==> src/rtl/vga_tile_renderer.sv <==
// VGA tile renderer: mode timing, per-pixel tile fetch, colour map, syncs.
// Ports: clk, reset(async low), state_in/score in; re, raddr, R/G/B_out, HSync, VSync, frame_tick out. Option: VGA_SCORE_OVERLAY_EN.
module vga_tile_renderer #(
  parameter int H_ACTIVE   = 640,
  parameter int H_FP       = 16,
  parameter int H_SYNC     = 96,
  parameter int H_BP       = 48,
  parameter int V_ACTIVE   = 480,
  parameter int V_FP       = 10,
  parameter int V_SYNC     = 2,
  parameter int V_BP       = 33,
  parameter int CLK_DIV    = 2,
  parameter int TILE_SHIFT = 4,
  parameter int GRID_COLS  = 40,
  parameter int GRID_ROWS  = 30,
  parameter int COLOR_W    = 4,
  parameter int ADDR_W     = 11
) (
  input  logic               clk,
  input  logic               reset,
  input  logic [7:0]         state_in,
  input  logic [9:0]         score,
  output logic               re,
  output logic [ADDR_W-1:0]  raddr,
  output logic [COLOR_W-1:0] R_out,
  output logic [COLOR_W-1:0] G_out,
  output logic [COLOR_W-1:0] B_out,
  output logic               HSync,
  output logic               VSync,
  output logic               frame_tick
);

  localparam int H_TOTAL = H_ACTIVE + H_FP + H_SYNC + H_BP;
  localparam int V_TOTAL = V_ACTIVE + V_FP + V_SYNC + V_BP;
  localparam int HW = $clog2(H_TOTAL);
  localparam int VW = $clog2(V_TOTAL);
  localparam int DW = $clog2(CLK_DIV);
  localparam int HS_BEG = H_ACTIVE + H_FP;
  localparam int HS_END = HS_BEG + H_SYNC;
  localparam int VS_BEG = V_ACTIVE + V_FP;
  localparam int VS_END = VS_BEG + V_SYNC;
  localparam logic [COLOR_W-1:0] C_ALL = '1;
  localparam logic [COLOR_W-1:0] C_DIM = COLOR_W'(1) << (COLOR_W - 1);

  logic [DW-1:0]      div_q, div_d;
  logic               pix_en;
  logic [HW-1:0]      hcnt_q, hcnt_d, dh_q;
  logic [VW-1:0]      vcnt_q, vcnt_d, dv_q;
  logic               re_q, re_d, fpend_q, fetched_q, vis_q;
  logic [ADDR_W-1:0]  raddr_q, raddr_d;
  logic [3:0]         tile_q, src;
  logic [COLOR_W-1:0] r_q, g_q, b_q, r_d, g_d, b_d;
  logic               hs_q, vs_q, hs_d, vs_d, tick_q, tick_d;
  logic               in_grid, h_wrap, v_wrap, fetched;
  int                 hc, vc, dhc, dvc, addr_full;

  function automatic logic [COLOR_W-1:0] chan(input logic on, input logic dim);
    if (!on) return '0;
    return dim ? C_DIM : C_ALL;
  endfunction

  assign pix_en = (div_q == DW'(CLK_DIV - 1));

  // Counter advance and fetch request for the current pixel.
  always_comb begin
    div_d = pix_en ? '0 : div_q + DW'(1);
    hc = int'(hcnt_q);
    vc = int'(vcnt_q);
    h_wrap = (hc == H_TOTAL - 1);
    v_wrap = (vc == V_TOTAL - 1);
    in_grid = (hc < H_ACTIVE) && (vc < V_ACTIVE) &&
              ((hc >> TILE_SHIFT) < GRID_COLS) &&
              ((vc >> TILE_SHIFT) < GRID_ROWS);
    addr_full = (vc >> TILE_SHIFT) * GRID_COLS + (hc >> TILE_SHIFT);
    hcnt_d = hcnt_q;
    vcnt_d = vcnt_q;
    if (pix_en) begin
      hcnt_d = h_wrap ? '0 : hcnt_q + HW'(1);
      if (h_wrap) vcnt_d = v_wrap ? '0 : vcnt_q + VW'(1);
    end
    tick_d = pix_en && h_wrap && (vc == V_ACTIVE - 1);
    re_d = pix_en && in_grid;
    raddr_d = re_d ? addr_full[ADDR_W-1:0] : raddr_q;
  end

`ifdef VGA_SCORE_OVERLAY_EN
  logic [9:0] score_q;
  always_ff @(posedge clk or negedge reset) begin
    if (!reset) score_q <= '0;
    else if (tick_d) score_q <= score;
  end
`else
  logic unused_score;
  assign unused_score = ^score;
`endif

  logic unused_hi;
  assign unused_hi = ^state_in[7:4];

  // Output stage for the pixel fetched one period earlier. With
  // CLK_DIV=2 the RAM data arrives on the same edge, hence the bypass.
  always_comb begin
    dhc = int'(dh_q);
    dvc = int'(dv_q);
    src = fpend_q ? state_in[3:0] : tile_q;
    fetched = fpend_q | fetched_q;
    r_d = chan(src[2], src[3]);
    g_d = chan(src[1], src[3]);
    b_d = chan(src[0], src[3]);
    if (!(vis_q && fetched)) begin
      r_d = '0;
      g_d = '0;
      b_d = '0;
    end
`ifdef VGA_SCORE_OVERLAY_EN
    if (dvc < 8 && dhc < H_ACTIVE) begin
      r_d = (dhc < 4 * int'(score_q)) ? C_ALL : '0;
      g_d = r_d;
      b_d = r_d;
    end
`endif
    hs_d = !(dhc >= HS_BEG && dhc < HS_END);
    vs_d = !(dvc >= VS_BEG && dvc < VS_END);
  end

  always_ff @(posedge clk or negedge reset) begin
    if (!reset) begin
      div_q     <= '0;
      hcnt_q    <= '0;
      vcnt_q    <= '0;
      re_q      <= 1'b0;
      raddr_q   <= '0;
      fpend_q   <= 1'b0;
      fetched_q <= 1'b0;
      tile_q    <= '0;
      dh_q      <= '0;
      dv_q      <= '0;
      vis_q     <= 1'b0;
      r_q       <= '0;
      g_q       <= '0;
      b_q       <= '0;
      hs_q      <= 1'b1;
      vs_q      <= 1'b1;
      tick_q    <= 1'b0;
    end else begin
      div_q   <= div_d;
      hcnt_q  <= hcnt_d;
      vcnt_q  <= vcnt_d;
      re_q    <= re_d;
      raddr_q <= raddr_d;
      fpend_q <= re_q;
      tick_q  <= tick_d;
      if (pix_en) begin
        r_q       <= r_d;
        g_q       <= g_d;
        b_q       <= b_d;
        hs_q      <= hs_d;
        vs_q      <= vs_d;
        dh_q      <= hcnt_q;
        dv_q      <= vcnt_q;
        vis_q     <= in_grid;
        fetched_q <= 1'b0;
      end else if (fpend_q) begin
        tile_q    <= state_in[3:0];
        fetched_q <= 1'b1;
      end
    end
  end

  assign re         = re_q;
  assign raddr      = raddr_q;
  assign R_out      = r_q;
  assign G_out      = g_q;
  assign B_out      = b_q;
  assign HSync      = hs_q;
  assign VSync      = vs_q;
  assign frame_tick = tick_q;

endmodule
==> config.mk <==
export PLATFORM = sky130hd
export DESIGN_NAME = vga_tile_renderer
export DESIGN_NICKNAME = d
export VERILOG_FILES = /design/src/rtl/vga_tile_renderer.sv
export SDC_FILE = /design/constraint.sdc
export NUM_CORES = 1
export LEC_CHECK = 0
export CAP_MARGIN = 5
export CELL_PAD_IN_SITES_DETAIL_PLACEMENT = 0
export CELL_PAD_IN_SITES_GLOBAL_PLACEMENT = 1
export CORE_MARGIN = 4
export CORE_UTILIZATION = 45
export CTS_CLUSTER_DIAMETER = 150
export DETAILED_ROUTE_END_ITERATION = 12
export PLACE_DENSITY = 0.83
export SYNTH_ARGS = -nofsm -noshare
export SYNTH_HDL_FRONTEND = slang
export SYNTH_SLANG_ARGS = --single-unit
==> constraint.sdc <==
create_clock -name clk -period 3.5 [get_ports clk]
set_input_delay 0.35 -clock clk [delete_from_list [all_inputs] [get_ports clk]]
set_output_delay 0.35 -clock clk [all_outputs]
set_load 0.01 [all_outputs]
# [Word-level counts from Yosys, hierarchy flattened]
# Index checks and enable logic that the tools add are counted.
[totals] ff_bits=75 in_bits=20 out_inout_bits=27
[op_classes] addsub=4 n_mul=1 magnitude_cmp=8 eq_ne=3 n_mux=13 bitwise=1 n_reduce_logical=13
[ops] cell="two-way mux 4 bit" n=7
[ops] cell="adder 10 x 1 -> 10 bit, second input constant" n=2
[ops] cell="equality test 10 bit, second input constant" n=2
[ops] cell="less-than comparator 10 bit, second input constant" n=2
[ops] cell="less-than comparator 10 x 9 -> 1 bit, second input constant" n=2
[ops] cell="two-way mux 10 bit" n=2
[ops] cell="adder 11 x 6 -> 11 bit" n=1
[ops] cell="equality test 10 x 9 -> 1 bit, second input constant" n=1
[ops] cell="greater-or-equal comparator 10 bit, second input constant" n=1
[ops] cell="greater-or-equal comparator 10 x 9 -> 1 bit, second input constant" n=1
[ops] cell="logical AND 1 bit" n=9
[ops] cell="multiplier 6 x 3 -> 8 bit, second input constant" n=1
[ops] cell="less-than comparator 6 x 5 -> 1 bit, second input constant" n=1
[ops] cell="less-than comparator 6 bit, second input constant" n=1
[ops] cell="two-way mux 1 bit" n=3
[ops] cell="two-way mux 3 bit" n=1
[ops] cell="logical NOT 1 bit" n=2
[ops] cell="AND reduction 2 bit" n=1
[ops] cell="nonzero test 2 bit" n=1
[ops] cell="adder 1 bit, second input constant" n=1
[ops] cell="bitwise OR 1 bit" n=1

# [Longest topological paths before layout]
# Gate-level depths: netlist (run 1).
[depth] depth_word=5 depth_mapped=8

# [Least setup slack after synthesis (run 1)]
# No wires, ideal clock.
[synth_path] path_kind="reg-to-reg" start="register vcnt_q[5]" end="register raddr_q[10] (netlist: raddr[10])" setup_time_ns=0.136 t_arrival_ns=2.140 required_time_ns=3.364 setup_slack_ns=1.225 path_stages_with_launch=9 path_buffers=0 period_less_slack_ns=2.275 cell_sequence="dfrtp_1 > ha_1 > ha_1 > fa_1 > xor2_1 > nand3_1 > nor4_1 > xnor2_1 > o21ai_0"
[synth_between] elab_chain_cells=5 word_cells_on_any_way=8 classes_between="1 x add/sub; 1 x mul; 2 x order compare; 4 x reduce/logical"
[synth_rtl] element="start, declared" line="48" rtl="logic [VW-1:0] vcnt_q, vcnt_d, dv_q;"
[synth_rtl] element="start signal, assigned" line="148" rtl="vcnt_q <= vcnt_d;"
[synth_rtl] element="parallel branches: the longest is 5 deep, another holds adder 11 x 6 -> 11 bit"
[synth_rtl] element="end signal, assigned" line="150" rtl="raddr_q <= raddr_d;"
[synth_rtl] element="end, declared" line="50" rtl="logic [ADDR_W-1:0] raddr_q, raddr_d;"
# Several ways; the timed one is not identified.
# A chain may end at the register's enable or synchronous reset.

# [Final worst setup path (run 1)]
# Same ends and word-level chain as after synthesis.

==> results of run 1 <==
power groups by stage:
stage	Clock, mW	Combinational [mW]	Sequential [mW]
after floorplan	0	0.0107	0.761
after global placement	0	0.0434	0.760
after detailed placement	0	0.0442	0.760
after CTS	0.645	0.0443	0.746
after global routing	0.680	0.0476	0.746
final	0.622	0.0426	0.746
per-stage QoR:
| step | area [sq um] | std cells |
|---|---|---|
| 6_report | 3640 | 383 |
| 5_1_grt | 3640 | 383 |
| 3_5_place_dp | 3440 | 367 |
| 4_1_cts | 3640 | 383 |
| 3_3_place_gp | 3440 | 367 |
| 2_1_floorplan | 3100 | 269 |
logic make-up after synthesis:
group                      after synthesis  share of synthesized area
muxes                                   26                     0.0933
AOI/OAI and AO/OA                       38                     0.0755
adders and majority gates               16                     0.0695
xor gates and xnor gates                20                     0.0565
and+or+nand+nor                         83                      0.148
DFF                                     64                      0.518
buffers and inverters                   22                     0.0392
cell type report:
type,count,share of cell area
multi-input combinational,183,0.377
sequential,64,0.441
clock buffer,9,0.0341
clock inverter,7,0.0196
inverter,8,0.00826
tap,77,0.0265
timing repair buffer,35,0.0929
cells in the mapped netlist (2+ instances only):
cell,count,share of area
dfrtp_1,62,0.50
mux2_2,23,0.084
nand2_1,22,0.027
xnor2_1,17,0.048
o21ai_0,15,0.024
ha_1,14,0.057
nand3_1,13,0.021
nor2_1,12,0.015
a21oi_1,8,0.013
inv_1,7,0.0085
o2bb2ai_1,7,0.020
buf_4,6,0.015
nand4_1,6,0.012
nor4_1,6,0.012
clkbuf_1,5,0.0061
and3_1,4,0.0081
nor3_1,4,0.0065
a21o_1,3,0.0073
mux2i_1,3,0.0097
nor2b_1,3,0.0061
xor2_1,3,0.0085
and4_1,2,0.0057
buf_6,2,0.0073
dfstp_2,2,0.017
fa_1,2,0.013
nand2b_1,2,0.0040
state kept, by name (all words and copies together), names as in the netlist, 2 cells and up:
signal,count
dh_q,6
dv_q,9
vcnt_q,10
G_out,2
tile_q,4
R_out,2
raddr,11
hcnt_q,10
B_out,2
critical path, stage by stage (launching register included):
cell and delay, ps:
dfrtp_1 510, ha_1 350, ha_1 220, fa_1 410, xor2_1 260, nand3_1 110, nor4_1 250, xnor2_1 150
o21ai_0 80
worst paths after layout:
kind	start	endpoint	cells past startpoint	slack [ps]
setup / recovery	vcnt_q[5]$_DFFE_PN0P_	raddr[10]$_DFFE_PN0P_	8	1040
hold / removal	reset	vcnt_q[3]$_DFFE_PN0P_	1	150
setup reg to reg	vcnt_q[5]$_DFFE_PN0P_	raddr[10]$_DFFE_PN0P_	8	1040
hold reg to reg	re$_DFF_PN0_	fpend_q$_DFF_PN0_	0	400
max in group asynchronous	reset	hcnt_q[9]$_DFFE_PN0P_	2	2500
min in group clk	re$_DFF_PN0_	fpend_q$_DFF_PN0_	0	400
routing by layer:
| layer | up-vias | wire length [microns] | track usage |
|---|---|---|---|
| li1 | 1016 | - | - |
| met1 | 1028 | 2770 | 0.200 |
| met2 | 37 | 2750 | 0.247 |
| met3 | 5 | 190 | 0.0380 |
| met4 | 0 | 80 | 0.0678 |
| met5 | - | 0 | 0 |
==> flow_summary.json, run 1 <==
{
  "status": "finished clean",
  "setup_viol": 0,
  "yosys_register_bits": 64,
  "io_buffers": 32,
  "clock.fmax_mhz": 406,
  "initial_utilization": 0.474,
  "post-place-ws_ps": 1030,
  "final_max_slew_viol_count": 0,
  "n_antenna_cell": 0,
  "grt_max_degree": 42,
  "ys_types": 42,
  "postCtsSetupBuffers": 0,
  "die-area_sq_um": 8280,
  "grt_pass1_vias": 2125,
  "drive_above_1_share": 0.170,
  "finalSetupTns_ps": 0,
  "row_count": 29,
  "crit_required_ps": 3710,
  "grtUsageTotal": 0.155,
  "hold_viol": 0,
  "worstSetupPathType": "register to register",
  "die_h_microns": 91.0,
  "vias": 2086,
  "fin_worst_skew_ps": 7.74,
  "layout.area.seq_sq_um": 1600,
  "final_common_cell": "dfrtp_1",
  "p_comb_frac": 0.030,
  "drv_cap": 0,
  "end_kind": "register",
  "clk_pin_slew_ps": 70,
  "swShare": 0.226,
  "drc": 0,
  "pin_count": 47,
  "drtIter0Drc": 98,
  "synthArstFlopShare": 1.00,
  "postLayoutCoreUtil": 0.557,
  "nFillCells": 563,
  "place_congestion": 0.804,
  "cp_max_fo": 9,
  "cts_num_sinks": 64,
  "hpwl_mm": 4.10,
  "fin_crit_ps": 2460,
  "hold_path_class": "input port to asynchronous set/reset pin",
  "ant_nets": 0,
  "switchingPower_mw": 0.319,
  "synth_fp_nets": 305,
  "yosys_warnings": 0,
  "synth.avg_cell_area_sq_um": 11.5,
  "syn_area_sq_um": 3100,
  "cp_data_arrival_time_ps": 2680,
  "clk_latency_ps": 330,
  "antenna_found_initial": 0,
  "ys_seq_area_frac": 0.518,
  "cts_buffer_depth": 2,
  "cts_made_buffers": 9,
  "syn_inst": 269,
  "grt-ovfl-total": 0,
  "total_power_mw": 1.41,
  "drt-pass1-iter-count": 5,
  "setup_ws_ps": 1040,
  "vias_per_cell": 5.45,
  "p_int_mw": 1.09,
  "wl_per_cell_microns": 15.1,
  "nets": 337,
  "area_growth_pct": 17.4,
  "start_kind": "register",
  "timing.hold.ws_ps": 151,
  "mostFrequentLayoutCells": "dfrtp_1, clkdlybuf4s50_1, mux2_2",
  "h-tree-depth": 3,
  "cts_tree": "built",
  "power.share.sequential": 0.529,
  "cts_root_buf": "clkbuf_8",
  "grt_pass1_wl_mm": 10.3,
  "die_w_microns": 91.0,
  "power_density_nw_per_um2": 388,
  "multi_input_area_sq_um": 1370,
  "slew_headroom": 0.393,
  "worst_pin_slew_ps": 911,
  "rsz0062_at_grt": "false",
  "synth_edf_count": 0,
  "core-area_sq_um": 6530,
  "leakagePower_nw": 1.68,
  "synthFlopType": "dfrtp_1",
  "pwr-share-clk": 0.441,
  "period_share": 0.704,
  "cts_resized": 0,
  "totalWireLength_mm": 5.80,
  "peakVddDrop_uv": 186,
  "cts-hold-fix-buffers": 0
}
Note: power is estimated with default switching activity, not from simulation.
==> run 2: changes to the inputs <==
--- a/config.mk
+++ b/config.mk
@@ -9,10 +9,10 @@
 export CELL_PAD_IN_SITES_DETAIL_PLACEMENT = 0
 export CELL_PAD_IN_SITES_GLOBAL_PLACEMENT = 1
 export CORE_MARGIN = 4
-export CORE_UTILIZATION = 45
+export CORE_UTILIZATION = 43
 export CTS_CLUSTER_DIAMETER = 150
 export DETAILED_ROUTE_END_ITERATION = 12
-export PLACE_DENSITY = 0.83
+export PLACE_DENSITY = 0.8
 export SYNTH_ARGS = -nofsm -noshare
 export SYNTH_HDL_FRONTEND = slang
 export SYNTH_SLANG_ARGS = --single-unit
==> constraint.sdc (replaced) <==
create_clock -name clk -period 2.6 [get_ports clk]
set_input_delay 0.26 -clock clk [delete_from_list [all_inputs] [get_ports clk]]
set_output_delay 0.26 -clock clk [all_outputs]
set_load 0.01 [all_outputs]
==> flow_summary.json, run 2 (synthesized netlist as in run 1, its figures left out) <==
{
  "status": "finished clean",
  "critical_path.max_stage_delay_ps": 420,
  "ant_nets": 0,
  "start_kind": "register",
  "vias": 2101,
  "grt_max_degree": 65,
  "postCtsSetupBuffers": 0,
  "power_density_nw_per_um2": 511,
  "clk_pin_slew_ps": 70,
  "crit_slowest_cell": "fa_1",
  "cp_cell_sequence": "ha_1 -> ha_1 -> fa_1 -> xor2_1 -> nand3_1 -> nor4_1 -> xnor2_1 -> o21ai_0",
  "worst_pin_slew_ps": 504,
  "hpwl_mm": 4.07,
  "worstSetupPathType": "register to register",
  "cts_buffer_depth": 2,
  "initial_utilization": 0.449,
  "fin_crit_ps": 2300,
  "antenna_found_initial": 0,
  "wl_met1_mm": 2.74,
  "vias_per_cell": 5.09,
  "fin_worst_skew_ps": 6.99,
  "pin_count": 47,
  "drtIter0Drc": 89,
  "end_kind": "register",
  "grt_pass1_vias": 2031,
  "hold_path_class": "register to register",
  "period_share": 0.885,
  "postLayoutCoreUtil": 0.545,
  "peakVddDrop_uv": 181,
  "grt_pass1_wl_mm": 9.80,
  "drive_above_1_share": 0.186,
  "drc": 0,
  "totalWireLength_mm": 5.68,
  "slew_headroom": 0.661,
  "finalSetupTns_ps": 0,
  "cts_tree": "built",
  "drt-pass1-iter-count": 5,
  "die-area_sq_um": 8630,
  "total_power_mw": 1.92,
  "final_max_slew_viol_count": 0,
  "setup_viol": 0,
  "setup_ws_ps": 299,
  "io_buffers": 32,
  "clk_latency_ps": 330,
  "wl_met3_microns": 222,
  "post-place-ws_ps": 293,
  "largest_reg_flops": 11,
  "clock.fmax_mhz": 435,
  "n_antenna_cell": 0,
  "cts_num_sinks": 64,
  "final_area_sq_um": 3760,
  "cp_data_arrival_time_ps": 2520,
  "crit_path_frequent_cell": "ha_1",
  "cts_made_buffers": 9,
  "wl_per_cell_microns": 13.8,
  "grt-ovfl-total": 0,
  "row_count": 30,
  "final_common_cell": "dfrtp_1",
  "place_congestion": 0.777,
  "wl_met2_mm": 2.62,
  "h-tree-depth": 3,
  "core-area_sq_um": 6910,
  "die_h_microns": 92.9,
  "grtUsageTotal": 0.146,
  "hold_viol": 0,
  "rsz0062_at_grt": "false",
  "nets": 348,
  "die_w_microns": 92.9,
  "crit_required_ps": 2820,
  "area_growth_pct": 21.4,
  "leakagePower_nw": 1.74,
  "top_layer": "met4",
  "drv_cap": 0,
  "cts_resized": 0,
  "dpl-instance-area_sq_um": 3550,
  "mostFrequentLayoutCells": "dfrtp_1, clkdlybuf4s50_1, mux2_2",
  "cp_max_fo": 3,
  "cts_root_buf": "clkbuf_8"
}
run 2: what timing repair did:
item                                   CTS  global route
endpoints found under the hold margin   62             0
hold buffers                             1             0
setup endpoints to repair                0             0
run 2: worst paths after layout:
path | startpoint | endpoint | slack [ps] | depth (start not counted)
min in group asynchronous | reset | vcnt_q[0]$_DFFE_PN0P_ | 440 | 3
worst min register to register | re$_DFF_PN0_ | fpend_q$_DFF_PN0_ | 380 | 0
worst min-delay path | re$_DFF_PN0_ | fpend_q$_DFF_PN0_ | 380 | 0
worst max-delay path | vcnt_q[5]$_DFFE_PN0P_ | raddr[10]$_DFFE_PN0P_ | 300 | 8
max in group asynchronous | reset | HSync$_DFFE_PN1P_ | 1830 | 3
worst max register to register | vcnt_q[5]$_DFFE_PN0P_ | raddr[10]$_DFFE_PN0P_ | 300 | 8
run 2: metal layers:
layer  up-vias  global-route usage
met5         -                   0
met4         0              0.0696
met3         9              0.0317
met2        43               0.223
met1      1005               0.197
li1       1044                   -
run 2: area by class of cell:
cell class	count	area, sq um
well taps	96	120
fillers	636	3140
multi-input cells	183	1370
inverters	8	30.0
repair buffers	46	435
clock inverters	2	37.5
clock buffers	14	163
flip-flops and latches	64	1600
run 2: report_power, final:
part           switching, mW  total, mW  internal [mW]  leakage [nW]
Sequential           0.00349       1.00           1.00         0.843
Clock                  0.360      0.857          0.497        0.0969
Combinational         0.0320     0.0606         0.0286         0.797
run 2: stage by stage:
step           cells  hold WS (ps)
2_1_floorplan    269         -35.6
3_3_place_gp     396           294
3_5_place_dp     396           301
4_1_cts          413           388
5_1_grt          413           388
6_report         413           379
run 2: critical path, delay by kind of cell, from the launching register on:
family	cells	cell delay (ps)
adder cells (fa/ha/maj)	3	940
XOR/XNOR	2	430
flip-flops	1	380
AND/OR/NAND/NOR	2	370
AO/OA/AOI/OAI	1	80
==> run 3: changes to the inputs <==
--- a/config.mk
+++ b/config.mk
@@ -9,10 +9,10 @@
 export CELL_PAD_IN_SITES_DETAIL_PLACEMENT = 0
 export CELL_PAD_IN_SITES_GLOBAL_PLACEMENT = 1
 export CORE_MARGIN = 4
-export CORE_UTILIZATION = 43
+export CORE_UTILIZATION = 30
 export CTS_CLUSTER_DIAMETER = 150
 export DETAILED_ROUTE_END_ITERATION = 12
-export PLACE_DENSITY = 0.8
+export PLACE_DENSITY = 0.59
 export SYNTH_ARGS = -nofsm -noshare
 export SYNTH_HDL_FRONTEND = slang
 export SYNTH_SLANG_ARGS = --single-unit
==> flow_summary.json, run 3 (synthesized netlist as in run 1, its figures left out) <==
{
  "status": "finished clean",
  "total_power_mw": 2.02,
  "crit_path_frequent_cell": "ha_1",
  "worstSetupPathType": "register to register",
  "end_kind": "register",
  "clk_pin_slew_ps": 80,
  "clock.fmax_mhz": 441,
  "clk_latency_ps": 340,
  "rsz0062_at_grt": "false",
  "crit_slowest_cell": "dfrtp_1",
  "totalWireLength_mm": 6.18,
  "row_count": 36,
  "slew_headroom": 0.522,
  "wl_per_cell_microns": 13.8,
  "die-area_sq_um": 12000,
  "dpl-instance-area_sq_um": 3580,
  "reg2reg_slack_ps": 330,
  "setup_viol": 0,
  "postCtsSetupBuffers": 0,
  "start_kind": "register",
  "n_antenna_cell": 0,
  "initial_utilization": 0.313,
  "pin_count": 47,
  "finalSetupTns_ps": 0,
  "drive_above_1_share": 0.188,
  "hold_path_class": "register to register",
  "cp_max_fo": 9,
  "wl_met2_mm": 2.66,
  "cts_made_buffers": 9,
  "cts_tree": "built",
  "grt_max_degree": 37,
  "final_common_cell": "dfrtp_1",
  "die_h_microns": 110,
  "die_w_microns": 110,
  "period_share": 0.873,
  "cts_root_buf": "clkbuf_8",
  "h-tree-depth": 3,
  "grt-ovfl-total": 0,
  "critical_path.max_stage_delay_ps": 490,
  "drtIter0Drc": 92,
  "power_density_nw_per_um2": 531,
  "wl_met1_mm": 3.10,
  "cts_resized": 0,
  "hpwl_mm": 4.48,
  "drt-pass1-iter-count": 4,
  "fin_worst_skew_ps": 5.15,
  "cts_buffer_depth": 2,
  "crit_required_ps": 2790,
  "leakagePower_nw": 1.73,
  "cp_cell_sequence": "ha_1 -> ha_1 -> fa_1 -> xor2_1 -> nand3_1 -> nor4_1 -> xnor2_1 -> o21ai_0",
  "drv_cap": 0,
  "peakVddDrop_uv": 181,
  "postLayoutCoreUtil": 0.384,
  "critPathCapture": "raddr[10]$_DFFE_PN0P_",
  "top_layer": "met4",
  "area_growth_pct": 22.8,
  "grtUsageTotal": 0.115,
  "cts-hold-fix-buffers": 1,
  "rr_worst_depth": 8,
  "fin_crit_ps": 2270,
  "largest_reg_flops": 11,
  "setup.worst_path.start": "vcnt_q[4]$_DFFE_PN0P_",
  "vias": 2105,
  "antenna_found_initial": 0,
  "cts_num_sinks": 64,
  "wl_met3_microns": 309,
  "nets": 345,
  "mostFrequentLayoutCells": "dfrtp_1, clkdlybuf4s50_1, mux2_2",
  "place_congestion": 0.722,
  "grt_pass1_wl_mm": 10.4,
  "ant_nets": 0,
  "drc": 0,
  "rr_endpoint": "raddr[10]$_DFFE_PN0P_",
  "cp_data_arrival_time_ps": 2460,
  "hold_viol": 0,
  "worst_pin_slew_ps": 714,
  "final_max_slew_viol_count": 0,
  "final_area_sq_um": 3800,
  "grt_pass1_vias": 2067,
  "io_buffers": 32,
  "crit-reg2reg-launch": "vcnt_q[4]$_DFFE_PN0P_",
  "core-area_sq_um": 9910,
  "vias_per_cell": 4.71
}
run 3: cell types whose count changed in the layout (fill, tap and decap cells not counted), sizes merged:
cell    before  now
bufinv       1    2
clkinv       0    3
clkbuf      14    9
buf         14   11
inv          8    9
run 3: worst max-delay path: cells and delay by family, from the launching register on:
kind | cells | cell delay [ps]
AOI/OAI and AO/OA | 1 | 80
xor gates and xnor gates | 2 | 340
adders and majority gates | 3 | 850
DFF | 1 | 490
and+or+nand+nor | 2 | 350
run 3: where the power goes:
| part | internal [mW] | switching [mW] | total (mW) |
|---|---|---|---|
| sequential | 1.00 | 0.00378 | 1.00 |
| clock | 0.541 | 0.417 | 0.958 |
| combinational | 0.0284 | 0.0323 | 0.0607 |
run 3: cell type report:
| class | count | area (sq um) |
|---|---|---|
| inverters | 8 | 30.0 |
| repair buffers | 43 | 413 |
| multi-input cells | 183 | 1370 |
| fillers | 989 | 6100 |
| clock buffers | 9 | 124 |
| well taps | 133 | 166 |
| clock inverters | 7 | 95.1 |
| flip-flops and latches | 64 | 1600 |
run 3: routing by layer:
| metal | track usage | vias up |
|---|---|---|
| met5 | 0 | - |
| met1 | 0.160 | 1006 |
| li1 | - | 1036 |
| met3 | 0.0341 | 10 |
| met4 | 0.0481 | 0 |
| met2 | 0.166 | 53 |
run 3: worst min path at each step:
stage                            start                     to  cells past startpoint
final                     re$_DFF_PN0_      fpend_q$_DFF_PN0_                      0
after global routing      re$_DFF_PN0_      fpend_q$_DFF_PN0_                      0
after CTS                 re$_DFF_PN0_      fpend_q$_DFF_PN0_                      0
after detailed placement         reset  vcnt_q[3]$_DFFE_PN0P_                      1
after global placement           reset  vcnt_q[3]$_DFFE_PN0P_                      1
after floorplan                  reset   B_out[2]$_DFFE_PN0P_                      0
run 3: through the flow:
stage,hold WS [ps],setup WS (ps),instances
after floorplan,-35.6,325,269
after global placement,344,339,430
after detailed placement,346,339,430
after CTS,412,334,447
after global routing,423,219,447
final,400,331,447
